### src/rtl/riscv_pkg.sv
// Shared types for the unified instruction/data memory arbiter.
package riscv_pkg;

    localparam int ARB_ADDR_W = 32;
    localparam int ARB_DATA_W = 32;
    localparam int ARB_BE_W   = ARB_DATA_W / 8;

    typedef enum logic [1:0] {
        IDLE  = 2'd0,
        FETCH = 2'd1,
        DATA  = 2'd2
    } arb_state_t;

    typedef struct packed {
        logic [ARB_ADDR_W-1:0] addr;
        logic                  we;
        logic [ARB_BE_W-1:0]   be;
        logic [ARB_DATA_W-1:0] wdata;
    } arb_req_t;

    // Reads always present every byte lane to the memory.
    function automatic logic [ARB_BE_W-1:0] arb_be(input logic we, input logic [ARB_BE_W-1:0] be);
        return we ? be : '1;
    endfunction

endpackage

### src/rtl/unified_mem_arbiter.sv
// Shares one single-ported memory between the IF fetch port and the MEM load/store port.
//   state | meaning
//   IDLE  | no access outstanding; arbitrate between fetch and data
//   FETCH | fetch access on the memory bus, may be killed by a flush
//   DATA  | load/store access on the memory bus
module unified_mem_arbiter
    import riscv_pkg::*;
#(
    parameter int ADDR_W       = ARB_ADDR_W,
    parameter int DATA_W       = ARB_DATA_W,
    parameter int STARVE_LIMIT = 4,
    parameter int WAIT_MAX     = 16
) (
    input  logic                clk,
    input  logic                reset,
    input  logic                if_req,
    input  logic [ADDR_W-1:0]   if_addr,
    input  logic                if_flush,
    output logic                if_ack,
    output logic [DATA_W-1:0]   if_rdata,
    output logic                if_stall,
    input  logic                d_req,
    input  logic                d_we,
    input  logic [DATA_W/8-1:0] d_be,
    input  logic [ADDR_W-1:0]   d_addr,
    input  logic [DATA_W-1:0]   d_wdata,
    output logic                d_ack,
    output logic [DATA_W-1:0]   d_rdata,
    output logic                d_stall,
    output logic                err,
    output logic                mem_req,
    output logic                mem_we,
    output logic [DATA_W/8-1:0] mem_be,
    output logic [ADDR_W-1:0]   mem_addr,
    output logic [DATA_W-1:0]   mem_wdata,
    input  logic                mem_ack,
    input  logic [DATA_W-1:0]   mem_rdata
);

    localparam int SC_W = $clog2(STARVE_LIMIT + 1);
    localparam int WC_W = $clog2(WAIT_MAX);
    localparam logic [SC_W-1:0] STARVE_MAX = SC_W'(STARVE_LIMIT);
    localparam logic [WC_W-1:0] WAIT_LAST  = WC_W'(WAIT_MAX - 1);

    arb_state_t          state_q, state_d;
    arb_req_t            req_q, req_d;
    logic                mem_req_q, mem_req_d;
    logic                kill_q, kill_d;
    logic [SC_W-1:0]     starve_q, starve_d;
    logic [WC_W-1:0]     wait_q, wait_d;
    logic                if_ack_q, if_ack_d;
    logic                d_ack_q, d_ack_d;
    logic                err_q, err_d;
    logic [DATA_W-1:0]   if_rdata_q, if_rdata_d;
    logic [DATA_W-1:0]   d_rdata_q, d_rdata_d;

    logic if_cand, d_cand, grant_data, killed, timeout;

    // A port whose ack is showing this cycle still holds its request; it must not be re-granted.
    assign if_cand    = if_req && !if_ack_q && !if_flush;
    assign d_cand     = d_req && !d_ack_q;
    assign grant_data = d_cand && !(if_cand && (starve_q == STARVE_MAX));
    assign killed     = kill_q || if_flush;
    assign timeout    = !mem_ack && (wait_q == WAIT_LAST);

    always_comb begin
        state_d    = state_q;
        req_d      = req_q;
        mem_req_d  = mem_req_q;
        kill_d     = kill_q;
        starve_d   = starve_q;
        wait_d     = wait_q;
        if_ack_d   = 1'b0;
        d_ack_d    = 1'b0;
        err_d      = 1'b0;
        if_rdata_d = if_rdata_q;
        d_rdata_d  = d_rdata_q;

        case (state_q)
            IDLE: begin
                if (grant_data) begin
                    state_d     = DATA;
                    req_d.addr  = d_addr;
                    req_d.we    = d_we;
                    req_d.be    = arb_be(d_we, d_be);
                    req_d.wdata = d_we ? d_wdata : '0;
                    mem_req_d   = 1'b1;
                    wait_d      = '0;
                    kill_d      = 1'b0;
                    if (if_cand && (starve_q != STARVE_MAX)) begin
                        starve_d = starve_q + SC_W'(1);
                    end
                end else if (if_cand) begin
                    state_d     = FETCH;
                    req_d.addr  = if_addr;
                    req_d.we    = 1'b0;
                    req_d.be    = '1;
                    req_d.wdata = '0;
                    mem_req_d   = 1'b1;
                    wait_d      = '0;
                    kill_d      = 1'b0;
                    starve_d    = '0;
                end
            end

            FETCH: begin
                if (if_flush) begin
                    kill_d = 1'b1;
                end
                if (mem_ack || timeout) begin
                    state_d   = IDLE;
                    mem_req_d = 1'b0;
                    kill_d    = 1'b0;
                    if (!killed) begin
                        if_ack_d   = 1'b1;
                        err_d      = !mem_ack;
                        if_rdata_d = mem_ack ? mem_rdata : '0;
                    end
                end else begin
                    wait_d = wait_q + WC_W'(1);
                end
            end

            DATA: begin
                if (mem_ack || timeout) begin
                    state_d   = IDLE;
                    mem_req_d = 1'b0;
                    d_ack_d   = 1'b1;
                    err_d     = !mem_ack;
                    d_rdata_d = (mem_ack && !req_q.we) ? mem_rdata : '0;
                end else begin
                    wait_d = wait_q + WC_W'(1);
                end
            end

            default: begin
                state_d   = IDLE;
                mem_req_d = 1'b0;
            end
        endcase
    end

    always_ff @(posedge clk) begin
        if (!reset) begin
            state_q    <= IDLE;
            req_q      <= '0;
            mem_req_q  <= 1'b0;
            kill_q     <= 1'b0;
            starve_q   <= '0;
            wait_q     <= '0;
            if_ack_q   <= 1'b0;
            d_ack_q    <= 1'b0;
            err_q      <= 1'b0;
            if_rdata_q <= '0;
            d_rdata_q  <= '0;
        end else begin
            state_q    <= state_d;
            req_q      <= req_d;
            mem_req_q  <= mem_req_d;
            kill_q     <= kill_d;
            starve_q   <= starve_d;
            wait_q     <= wait_d;
            if_ack_q   <= if_ack_d;
            d_ack_q    <= d_ack_d;
            err_q      <= err_d;
            if_rdata_q <= if_rdata_d;
            d_rdata_q  <= d_rdata_d;
        end
    end

    assign if_ack    = if_ack_q;
    assign if_rdata  = if_rdata_q;
    assign if_stall  = if_req && !if_ack_q;
    assign d_ack     = d_ack_q;
    assign d_rdata   = d_rdata_q;
    assign d_stall   = d_req && !d_ack_q;
    assign err       = err_q;
    assign mem_req   = mem_req_q;
    assign mem_we    = req_q.we;
    assign mem_be    = req_q.be;
    assign mem_addr  = req_q.addr;
    assign mem_wdata = req_q.wdata;

endmodule

### config.mk
export PLATFORM = sky130hd
export DESIGN_NAME = unified_mem_arbiter
export DESIGN_NICKNAME = d
export VERILOG_FILES = /design/src/rtl/riscv_pkg.sv /design/src/rtl/unified_mem_arbiter.sv
export SDC_FILE = /design/constraint.sdc
export NUM_CORES = 1
export LEC_CHECK = 0
export ABC_AREA = 1
export ABC_CLOCK_PERIOD_IN_PS = 3730
export CAP_MARGIN = 20
export CORE_MARGIN = 2
export CORE_UTILIZATION = 40
export DETAILED_ROUTE_END_ITERATION = 6
export DONT_BUFFER_PORTS = 1
export SYNTH_ARGS = -nofsm -noshare
export SYNTH_HDL_FRONTEND = slang
export SYNTH_SLANG_ARGS = --single-unit
### constraint.sdc
create_clock -name clk -period 3.73 [get_ports clk]
set_input_delay 0 -clock clk [delete_from_list [all_inputs] [get_ports clk]]
set_output_delay 0 -clock clk [all_outputs]
set_load 0.03 [all_outputs]
* Word-level counts from Yosys, hierarchy flattened *
Index checks and enable logic that the tools add are counted.

word-level totals
  output and inout port bits = 139
  flip-flop bits (word level) = 147
  logic and storage cells = 89

cells by class
  multiplexer cells = 32
  reductions and logical operators = 30
  bitwise gates (word level) = 1
  equality and inequality tests = 10
  add/subtract/negate cells = 2

operators with widths
  kind                   count
  $mux W69               2
  $mux W32               3
  $mux W4                4
  $reduce_and A3 Y1      5
  $mux W1                12
  $mux W3                3
  $ne A3 B3 Y1 const B   3
  $logic_and A1 B1 Y1    8
  $pmux W4 S2            1
  $reduce_and A2 Y1      4
  $logic_not A1 Y1       6
  $mux W2                3
  $pmux W1 S2            3
  $reduce_bool A2 Y1     3
  $add A4 B1 Y4 const B  1
  $eq A4 B4 Y1 const B   1
  $ne A2 B1 Y1 const B   2
  $pmux W2 S2            1
  $add A3 B1 Y3 const B  1
  $eq A3 B3 Y1 const B   1
  $eq A2 B1 Y1 const B   1
  $eq A2 B2 Y1 const B   1
  $logic_not A2 Y1       1
  $logic_or A1 B1 Y1     2
  other kinds (3)        3

* Logic depth before layout (Yosys ltp) *
Gate-level depths: netlist (run 1).

  depth in word-level cells = 8
  gate-level depth with buffers = 11
  gate-level depth less buffers = 10

* Worst setup path before layout (run 1) *
Ideal clock, no wire load.

  path type = register to register
  from = register if_ack_q, in the netlist if_ack
  to = register req_q, in the netlist mem_wdata[10]
  setup slack = 2.149 ns
  cell stages (with the launch flop) = 9
  arrival = 1.454 ns
  path buffers = 2
  required time = 3.602 ns
  path through = dfxtp_1 > nor2_2 > nand3_1 > buf_2 > buf_2 > nand3_1 > nor2_1 > nor2_1 > nor2_1

on the way
  word-level cells in the longest chain between the ends = 8
  elaborated cells on any way between the ends = 9

RTL lines
  item                                 RTL line                    text
  from (decl)                          unified_mem_arbiter.sv:51   logic if_ack_q, if_ack_d;
  from (signal assigned)               unified_mem_arbiter.sv:163  if_ack_q <= if_ack_d;
  $logic_not A1 Y1 (*)                 -
  $logic_and A1 B1 Y1 (*)              -
  named net if_stall                   unified_mem_arbiter.sv:21   output logic if_stall,
  $logic_and A1 B1 Y1 (*)              unified_mem_arbiter.sv:60   assign if_cand = if_req && !if_ack_q && !if_flush;
  $logic_and A1 B1 Y1                  unified_mem_arbiter.sv:62   assign grant_data = d_cand && !(if_cand && (starve_q == STARVE_MAX));
  $logic_not A1 Y1                     unified_mem_arbiter.sv:62
  $logic_and A1 B1 Y1                  unified_mem_arbiter.sv:62
  $reduce_bool A2 Y1 (no source line)  -
  $reduce_and A2 Y1 (no source line)   -
  to (signal assigned)                 unified_mem_arbiter.sv:158  req_q <= req_d;
  to (decl)                            unified_mem_arbiter.sv:46   arb_req_t req_q, req_d;

Mark *: on every way through the listed nets, which the timed path passes. The rest lies on a longest branch.
A chain may end at the register's enable or synchronous reset.

* Worst setup path after layout (run 1) *
  from = register wait_q[0]
  to = register if_rdata_q[19], in the netlist if_rdata[19]

on the way
  word-level cells in the longest chain between the ends = 4

RTL lines
  item                                RTL line                    text
  from (decl)                         unified_mem_arbiter.sv:50   logic [WC_W-1:0] wait_q, wait_d;
  from (signal assigned)              unified_mem_arbiter.sv:162  wait_q <= wait_d;
  $eq A4 B4 Y1                        unified_mem_arbiter.sv:64   assign timeout = !mem_ack && (wait_q == WAIT_LAST);
  $logic_and A1 B1 Y1                 unified_mem_arbiter.sv:64
  $logic_or A1 B1 Y1                  unified_mem_arbiter.sv:110  if (mem_ack || timeout) begin
  $reduce_and A3 Y1 (no source line)  -
  to (signal assigned)                unified_mem_arbiter.sv:166  if_rdata_q <= if_rdata_d;
  to (decl)                           unified_mem_arbiter.sv:54   logic [DATA_W-1:0] if_rdata_q, if_rdata_d;

Every way passes these cells.

==> flow_summary.toml, run 1 <==
[floorplan]
rows = 47
core_mm2 = 0.0166
ios = 278
design.die.area_mm2 = 0.0180
die_y_um = 134
die_w_um = 134
initial_core_util_pct = 40.8

[timing]
fmax_mhz = 315
maxSlewHeadroom_pct = 34.4
setup_violations = 0
hold_viol_final = 0
fin_tns_setup_ns = 0
clock_skew_ns = 0.0114
rsz0062_at_grt = "false"
report.final.slew_viol_count = 0
period_share_pct = 85.1
min_period_ns = 3.17
worstMarginPinSlew_ns = 0.984

[critical_path]
worst-setup-path-type = "register to register"
cp.required_ns = 4.10
cp.arrival_ns = 3.54
cp-end-kind = "register"
cp_max_fo = 33
cp-start-kind = "register"
rr_worst_depth = 9
r2r_slack_ns = 0.56

[logic_synthesis]
synthArstFlopShare_pct = 0
synth_most_common_cell = "nor2_1"
netlist_area_mm2 = 0.00677
synthTopCellsByCount = "191 x nor2_1, 172 x nand3_1, 151 x nand2_1, 147 x dfxtp_1, 147 x inv_1"
syn_avg_cell_area_um2 = 6.68
yosys_warnings = 0
synth-seq-cells = 147
synth_top_area_share_pct = 43.4
synth_edf_count = 0
synth_top_area_cell = "dfxtp_1"
ys_dominant_reg_cell = "dfxtp_1"
synthDistinctLibCells = 29
syn_inst = 1014
ys_seq_area_share_pct = 43.4
synth_area_leaders = "dfxtp_1 43%, nand3_1 13%, nor2_1 11%"
synthesis.nets = 1159

[detailed_routing]
vias = 6708
drt-total-wl_um = 20700
final_antenna_net_count = 0
firstDrtPassIters = 5
wl_per_cell_um = 15.2
vias_per_cell = 4.93
drtIter0Drc = 428
drc_errors = 0

[clock_network]
cts_max_path_buffers = 2
root_buffer = "clkbuf_16"
cts.sinks = 147
path_clk_slew_ns = 0.07
cts_tree = "yes"
post_cts_resized = 0
clk_latency_ns = 0.42
htreeDepth = 4
cts_made_buffers = 17

[job]
maxCapViolCount = 0

[cells_and_area]
design_area_mm2 = 0.00898
fillCellCount = 1593
drive_gt1_share_pct = 5.53
nNetsFinal = 1272
syn2layout_area_growth_pct = 32.5

[pwr]
power_density_mw_per_mm2 = 479
peakVddDrop_v = 0.000313
p_leak_uw = 0.00420

[min_path]
hold_path.class = "input pin to register"
holdPathStages = 4

[place]
numPortBuffers = 0
dpl.hpwl_um = 12200
routabilityCongestion = 0.774
placed_cell_area_mm2 = 0.00680

[global_route]
grt_max_degree = 74
grt_usage_pct = 22.4
gr-total-overflow = 0
grt_pass1_vias = 6454
antenna_found_initial = 0
grt_pass1_wl_um = 32300

[status]
status = "completed"
==> sequential cells by signal (all words and copies together) (netlist names), 2 cells and up <==
signal / count
mem_wdata: 32
d_rdata: 32
state_q: 2
wait_q: 4
starve_q: 3
mem_addr: 32
mem_be: 4
if_rdata: 32
==> final cells by class <==
class	count	area, um2	area share [%]
multi-input cells	646	2940	32.7
well taps	220	275	3.07
clock buffers	17	425	4.74
repair buffers	163	1660	18.5
clock inverters	15	169	1.88
diodes	1	2.50	0.0279
flip-flops and latches	147	2940	32.8
inverters	152	571	6.36
==> critical path, cell delays in order (launching register included) <==
cell and delay, ns:
dfxtp_1 0.37, ha_1 0.21, nand3_2 0.12, nand2_2 0.13
nand3_4 0.36, nor2_8 0.55, nand3_1 0.14, dlygate4sd3_1 0.60
nand2_1 0.06, dlygate4sd3_1 0.54
==> cells in the final DEF (no fill, tap or decap), types with 5 or more instances in the layout <==
cell type / instances
a21oi_1: 68
inv_2: 6
ha_1: 6
dlygate4sd3_1: 152
inv_8: 5
dfxtp_1: 147
o21ai_1: 5
buf_4: 7
o21ai_0: 32
nand2_1: 151
nand3_1: 171
nor2_1: 190
inv_1: 146
clkbuf_16: 17
==> power breakdown <==
group / internal, uW / total, uW / leakage, uW / switching (uW)
registers: 1670 / 1930 / 0.00120 / 253
clock network: 955 / 1710 / 0.000295 / 751
logic: 293 / 666 / 0.00271 / 373
total: 2920 / 4300 / 0.00420 / 1380
==> logic make-up after synthesis <==
kind of cell	Yosys count	share of synthesized area, %
and+or+nand+nor	530	33.6
DFF	147	43.4
buffers and inverters	221	13.4
adders and majority gates	6	1.11
AOI/OAI and AO/OA	108	8.18
xor gates and xnor gates	2	0.259
==> through the flow <==
step / hold WS [ns] / setup WS (ns) / std cells / util, % / power (uW)
2_1_floorplan: 0.123 / 2.15 / 1014 / - / 2330
3_3_place_gp: 0.135 / 1.49 / 1173 / 41.0 / 2410
3_5_place_dp: 0.136 / 1.49 / 1173 / 41.0 / 2420
4_1_cts: 0.0185 / 0.608 / 1359 / 54.0 / 4330
5_1_grt: 0.0915 / 0.312 / 1360 / 54.1 / 4500
6_report: 0.0308 / 0.556 / 1361 / 54.1 / 4300
==> worst paths after layout <==
| path | endpoint | startpoint |
|---|---|---|
| hold / removal | mem_we | d_we |
| setup reg to reg | if_rdata[19] | wait_q[0] |
| hold reg to reg | starve_q[0] | starve_q[0] |
| setup / recovery | if_rdata[19] | wait_q[0] |
==> repair_timing <==
action,in CTS,in global routing
hold endpoints to repair,140,0
setup buffers,0,0
hold buffers,154,0
==> per-layer routing <==
layer | up-vias | wire [um] | GRT usage, %
met3 | 38 | 1810 | 7.67
met5 | - | 0 | 0
met1 | 2999 | 8260 | 25.7
met2 | 286 | 10100 | 38.5
met4 | 0 | 555 | 8.77
li1 | 3385 | - | -
Power figures use the tool's default switching activity.
==> inputs of run 2 (changes only) <==
Settings changed: ABC_CLOCK_PERIOD_IN_PS 3730 to 2900.
Clock period 3.73 ns to 2.9 ns, I/O delays scaled along.
==> run 2 against run 1 <==
Hold slack improved by 0.11 ns. Clock-buffer cell count did not move. First-iteration DRC count fell by 22%. Critical endpoint is now if_rdata[21]. Largest cell class is now multi-input gates. Largest power group unchanged.
==> flow_summary.toml, run 2 (synthesis results as in run 1) <==
[floorplan]
die_w_um = 134
initial_core_util_pct = 40.8
design.die.area_mm2 = 0.0180
core_mm2 = 0.0166
ios = 278
rows = 47
die_y_um = 134

[critical_path]
cp-start-kind = "register"
cp.arrival_ns = 3.02
cp_max_fo = 17
crit_family = "buffers and inverters"
crit_top_cell = "dlygate4sd3_1"
cp.required_ns = 3.27
cp_slowest_stage_delay_ns = 0.58
worst-setup-path-type = "register to register"
cp_slowest_cell = "dlygate4sd3_1"
cp_cell_sequence = "ha_1 > nand3_2 > nand2_2 > nand3_4 > nor2_8 > nand3_1 > dlygate4sd3_1 > nand2_1 > dlygate4sd3_1"
cp-end-kind = "register"
path_buf_inv = 2

[clock_network]
root_buffer = "clkbuf_16"
post_cts_resized = 0
htreeDepth = 4
clk_latency_ns = 0.43
path_clk_slew_ns = 0.08
cts_tree = "yes"
cts_max_path_buffers = 2
cts_made_buffers = 17
cts_setup_buffers = 0
cts.sinks = 147

[timing]
rsz0062_at_grt = "false"
clock_skew_ns = 0.0156
hold_viol_final = 0
fin_tns_setup_ns = 0
fmax_mhz = 377
report.final.slew_viol_count = 0
period_share_pct = 91.4
min_period_ns = 2.65
worstMarginPinSlew_ns = 0.573
setup_violations = 0
maxSlewHeadroom_pct = 61.7

[detailed_routing]
final_antenna_net_count = 0
vias = 6770
drt-total-wl_um = 20700
drc_errors = 0
vias_per_cell = 4.91
firstDrtPassIters = 5
drtIter0Drc = 332
wl_per_cell_um = 15.0

[cells_and_area]
layout_commonest_cell = "nor2_1"
syn2layout_area_growth_pct = 35.7
fillCellCount = 1522
mostFrequentLayoutCells = "190 x nor2_1, 171 x nand3_1, 164 x dlygate4sd3_1, 151 x nand2_1, 147 x dfxtp_1"
antenna_cells = 0
fin_util_pct = 55.4
drive_gt1_share_pct = 6.04
nNetsFinal = 1291
final_cell_count_no_fill = 1379

[global_route]
antenna_found_initial = 0
gr-total-overflow = 0
grt_pass1_wl_um = 32400
grt_pass1_vias = 6508
grt_util_met1_pct = 26.4
use_met2_pct = 38.0
grt_usage_pct = 22.3
met3_usage_pct = 6.99
grt-busiest-layer = "met2"
grt_max_degree = 72

[min_path]
hold_path.class = "input pin to output port"

[pwr]
peakVddDrop_v = 0.000452
power_density_mw_per_mm2 = 603
p_leak_uw = 0.00426

[job]
maxCapViolCount = 0

[place]
dpl.hpwl_um = 12400
numPortBuffers = 0
routabilityCongestion = 0.759
placed_cells = 1179

[status]
status = "completed"
[run 2: cell count changes in the layout (fill, tap and decap cells not counted), sizes merged]
cell	delta
clkinvlp	+1
dlygate4sd3	+12
diode	-1
buf	+6
nor2	+1
bufinv	-1
[run 2: area by class of cell]
type / count / area (um2) / area share, %
timing repair buffer: 181 / 1850 / 20.1
clock inverter: 15 / 183 / 1.99
tap: 220 / 275 / 3.00
sequential: 147 / 2940 / 32.0
clock buffer: 17 / 425 / 4.63
inverter: 152 / 571 / 6.21
multi-input combinational: 647 / 2950 / 32.1
[run 2: timing repair]
item | CTS | global route
hold buffers | 166 | 0
endpoints found under the hold margin | 142 | 0
setup endpoints to repair | 0 | 3
[run 2: worst paths after layout]
kind,start,end,slack [ns],depth (start not counted)
max,wait_q[0],if_rdata[21],0.25,9
min,if_req,if_stall,0.14,2
max reg2reg,wait_q[0],if_rdata[21],0.25,9
min reg2reg,kill_q,kill_q,0.45,2
[run 2: worst reg2reg max path: cells and delay by family (launching register included)]
| family | cells | cell delay (ns) |
|---|---|---|
| buf+inv | 2 | 1.12 |
| simple gates | 6 | 0.92 |
| flops | 1 | 0.37 |
| fa+ha+maj | 1 | 0.21 |
[run 2: report_power, final]
part | total (uW) | internal, uW | switching, uW
Clock | 2200 | 1170 | 1030
Sequential | 2480 | 2150 | 326
Combinational | 866 | 387 | 479
Total | 5550 | 3710 | 1840
[run 2: through the flow]
step / instance area [um2] / hold WS [ns] / setup WS (ns) / total power [uW]
floorplan: 6770 / 0.123 / 1.32 / 2990
global placement: 6850 / 0.135 / 0.994 / 3120
detailed placement: 6850 / 0.136 / 0.980 / 3130
CTS: 9150 / 0.145 / 0.196 / 5600
global route: 9190 / 0.158 / 0.102 / 5810
finish: 9190 / 0.143 / 0.249 / 5550
[run 2: layer usage]
metal,routed length (um),vias up,share of wire (%)
met2,10000,288,48
met4,442,0,2.1
met5,0,-,0
met3,1950,34,9.4
met1,8290,3028,40
li1,-,3420,-
==> inputs of run 3 (changes only) <==
Settings changed: CORE_UTILIZATION 40 to 47, REMOVE_ABC_BUFFERS set to 1.
==> run 3 against run 2 <==
Clock skew fell by 0.0070 ns. Routed wire length decreased by 1.9%. Non-clock buffer count did not move. Combinational power fell by 2%. First-iteration DRC count is 14% higher. Clock-buffer cell count increased by 2. Sequential share of layout area rose by 0.26 points. Power rose by 0.27%. Highest routed layer unchanged. Worst setup slack lost 0.038 ns. Final cell count shrank 2.9%.
==> flow_summary.toml, run 3 (synthesis results as in run 1) <==
[cells_and_area]
antenna_cells = 0
fillCellCount = 1207
nNetsFinal = 1291
mostFrequentLayoutCells = "190 x nor2_1, 171 x nand3_1, 168 x dlygate4sd3_1, 151 x nand2_1, 147 x dfxtp_1"
design_area_mm2 = 0.00911
layout_commonest_cell = "nor2_1"
syn2layout_area_growth_pct = 34.6
drive_gt1_share_pct = 5.69

[detailed_routing]
drtIter0Drc = 378
firstDrtPassIters = 5
wl_per_cell_um = 15.2
vias = 6729
drc_errors = 0
final_antenna_net_count = 0
drt-total-wl_um = 20300
vias_per_cell = 5.03

[clock_network]
htreeDepth = 4
cts.sinks = 147
path_clk_slew_ns = 0.06
cts_tree = "yes"
cts_made_buffers = 17
cts_max_path_buffers = 2
root_buffer = "clkbuf_16"
clk_latency_ns = 0.42

[floorplan]
initial_core_util_pct = 48.4
design.die.area_mm2 = 0.0154
die_w_um = 124
rows = 43
die_y_um = 124
ios = 278
core_mm2 = 0.0140

[global_route]
grt_max_degree = 75
grt_usage_pct = 25.4
grt_pass1_wl_um = 30700
gr-total-overflow = 0
grt_util_met1_pct = 27.1
met3_usage_pct = 10.0
grt_pass1_vias = 6325
use_met2_pct = 44.7
antenna_found_initial = 0
grt-busiest-layer = "met2"

[timing]
fmax_mhz = 372
hold_viol_final = 0
fin_ws_ns = 0.211
worstMarginPinSlew_ns = 0.925
period_share_pct = 92.7
min_period_ns = 2.69
maxSlewHeadroom_pct = 38.3
holdWs_ns = 0.0244
rsz0062_at_grt = "false"
fin_tns_setup_ns = 0
report.final.slew_viol_count = 0
setup_violations = 0
clock_skew_ns = 0.00861

[job]
maxCapViolCount = 0

[critical_path]
rr_worst_depth = 9
reg2reg_from = "wait_q[0]"
r2r_end = "if_rdata[22]"
cp-start-kind = "register"
r2r_slack_ns = 0.21
cp-end-kind = "register"
cp.required_ns = 3.26
cp.arrival_ns = 3.04
worst-setup-path-type = "register to register"
cp_max_fo = 17

[status]
status = "completed"

[pwr]
power_density_mw_per_mm2 = 610
p_leak_uw = 0.00422
peakVddDrop_v = 0.000413
p_total_uw = 5560

[place]
routabilityCongestion = 0.746
dpl.hpwl_um = 12000
numPortBuffers = 0
pre_cts_slack_ns = 1.01
placed_cell_area_mm2 = 0.00676

[min_path]
worstHoldEndpoint = "starve_q[0]"
min-delay-start = "if_flush"
holdPathStages = 5
hold_path.class = "input pin to register"
## run 3: cell count changes in the layout (fill, tap and decap cells not counted), moves of 3 or more
cell	delta
buf_4	-3
inv_6	+3
inv_8	-6
dlygate4sd3_1	+4
clkinv_8	-5
## run 3: repair_timing
item                                    4_1_cts  5_1_grt
hold buffers                                170        0
buffers inserted                              0        0
hold endpoints to repair                    143        0
endpoints found under the setup margin        0        1
gates resized for setup                       0        0
## run 3: final cells by class
type	instances	area, um2	area share (%)
tap	180	225	2.47
multi-input combinational	647	2950	32.3
clock buffer	19	453	4.97
sequential	147	2940	32.3
timing repair buffer	181	1830	20.1
inverter	152	571	6.26
clock inverter	13	149	1.63
## run 3: metal layers
metal	routed length, um	vias to the layer above
met3	2070	35
li1	-	3417
met2	9510	263
met1	8260	3014
met4	495	0
met5	0	-
## run 3: critical path, cell delays in order (launching register included)
cell	delay, ns
dfxtp_1	0.38
ha_1	0.22
nand3_2	0.13
nand2_2	0.13
nand3_4	0.13
nor2_8	0.31
nand3_1	0.11
dlygate4sd3_1	0.57
nand2_1	0.08
dlygate4sd3_1	0.56
## run 3: report_power, final
part | total [uW] | internal (uW) | switching [uW]
sequential | 2480 | 2150 | 331
combinational | 850 | 377 | 473
clock | 2230 | 1330 | 900
total | 5560 | 3860 | 1700
## run 3: how the worst max path moves through the flow
stage                     startpoint            to  depth (start not counted)
after detailed placement      if_ack    state_q[1]                          7
final                      wait_q[0]  if_rdata[22]                          9
after floorplan               if_ack    state_q[1]                          6
after global placement        if_ack    state_q[1]                          7
after CTS                  wait_q[0]  if_rdata[15]                          9
after global routing       wait_q[0]  if_rdata[22]                          9
## run 3: through the flow
stage	cells	util, %
2_1_floorplan	945	-
5_1_grt	1339	65.2
4_1_cts	1337	65.0
3_3_place_gp	1135	48.3
3_5_place_dp	1135	48.3
6_report	1339	65.2
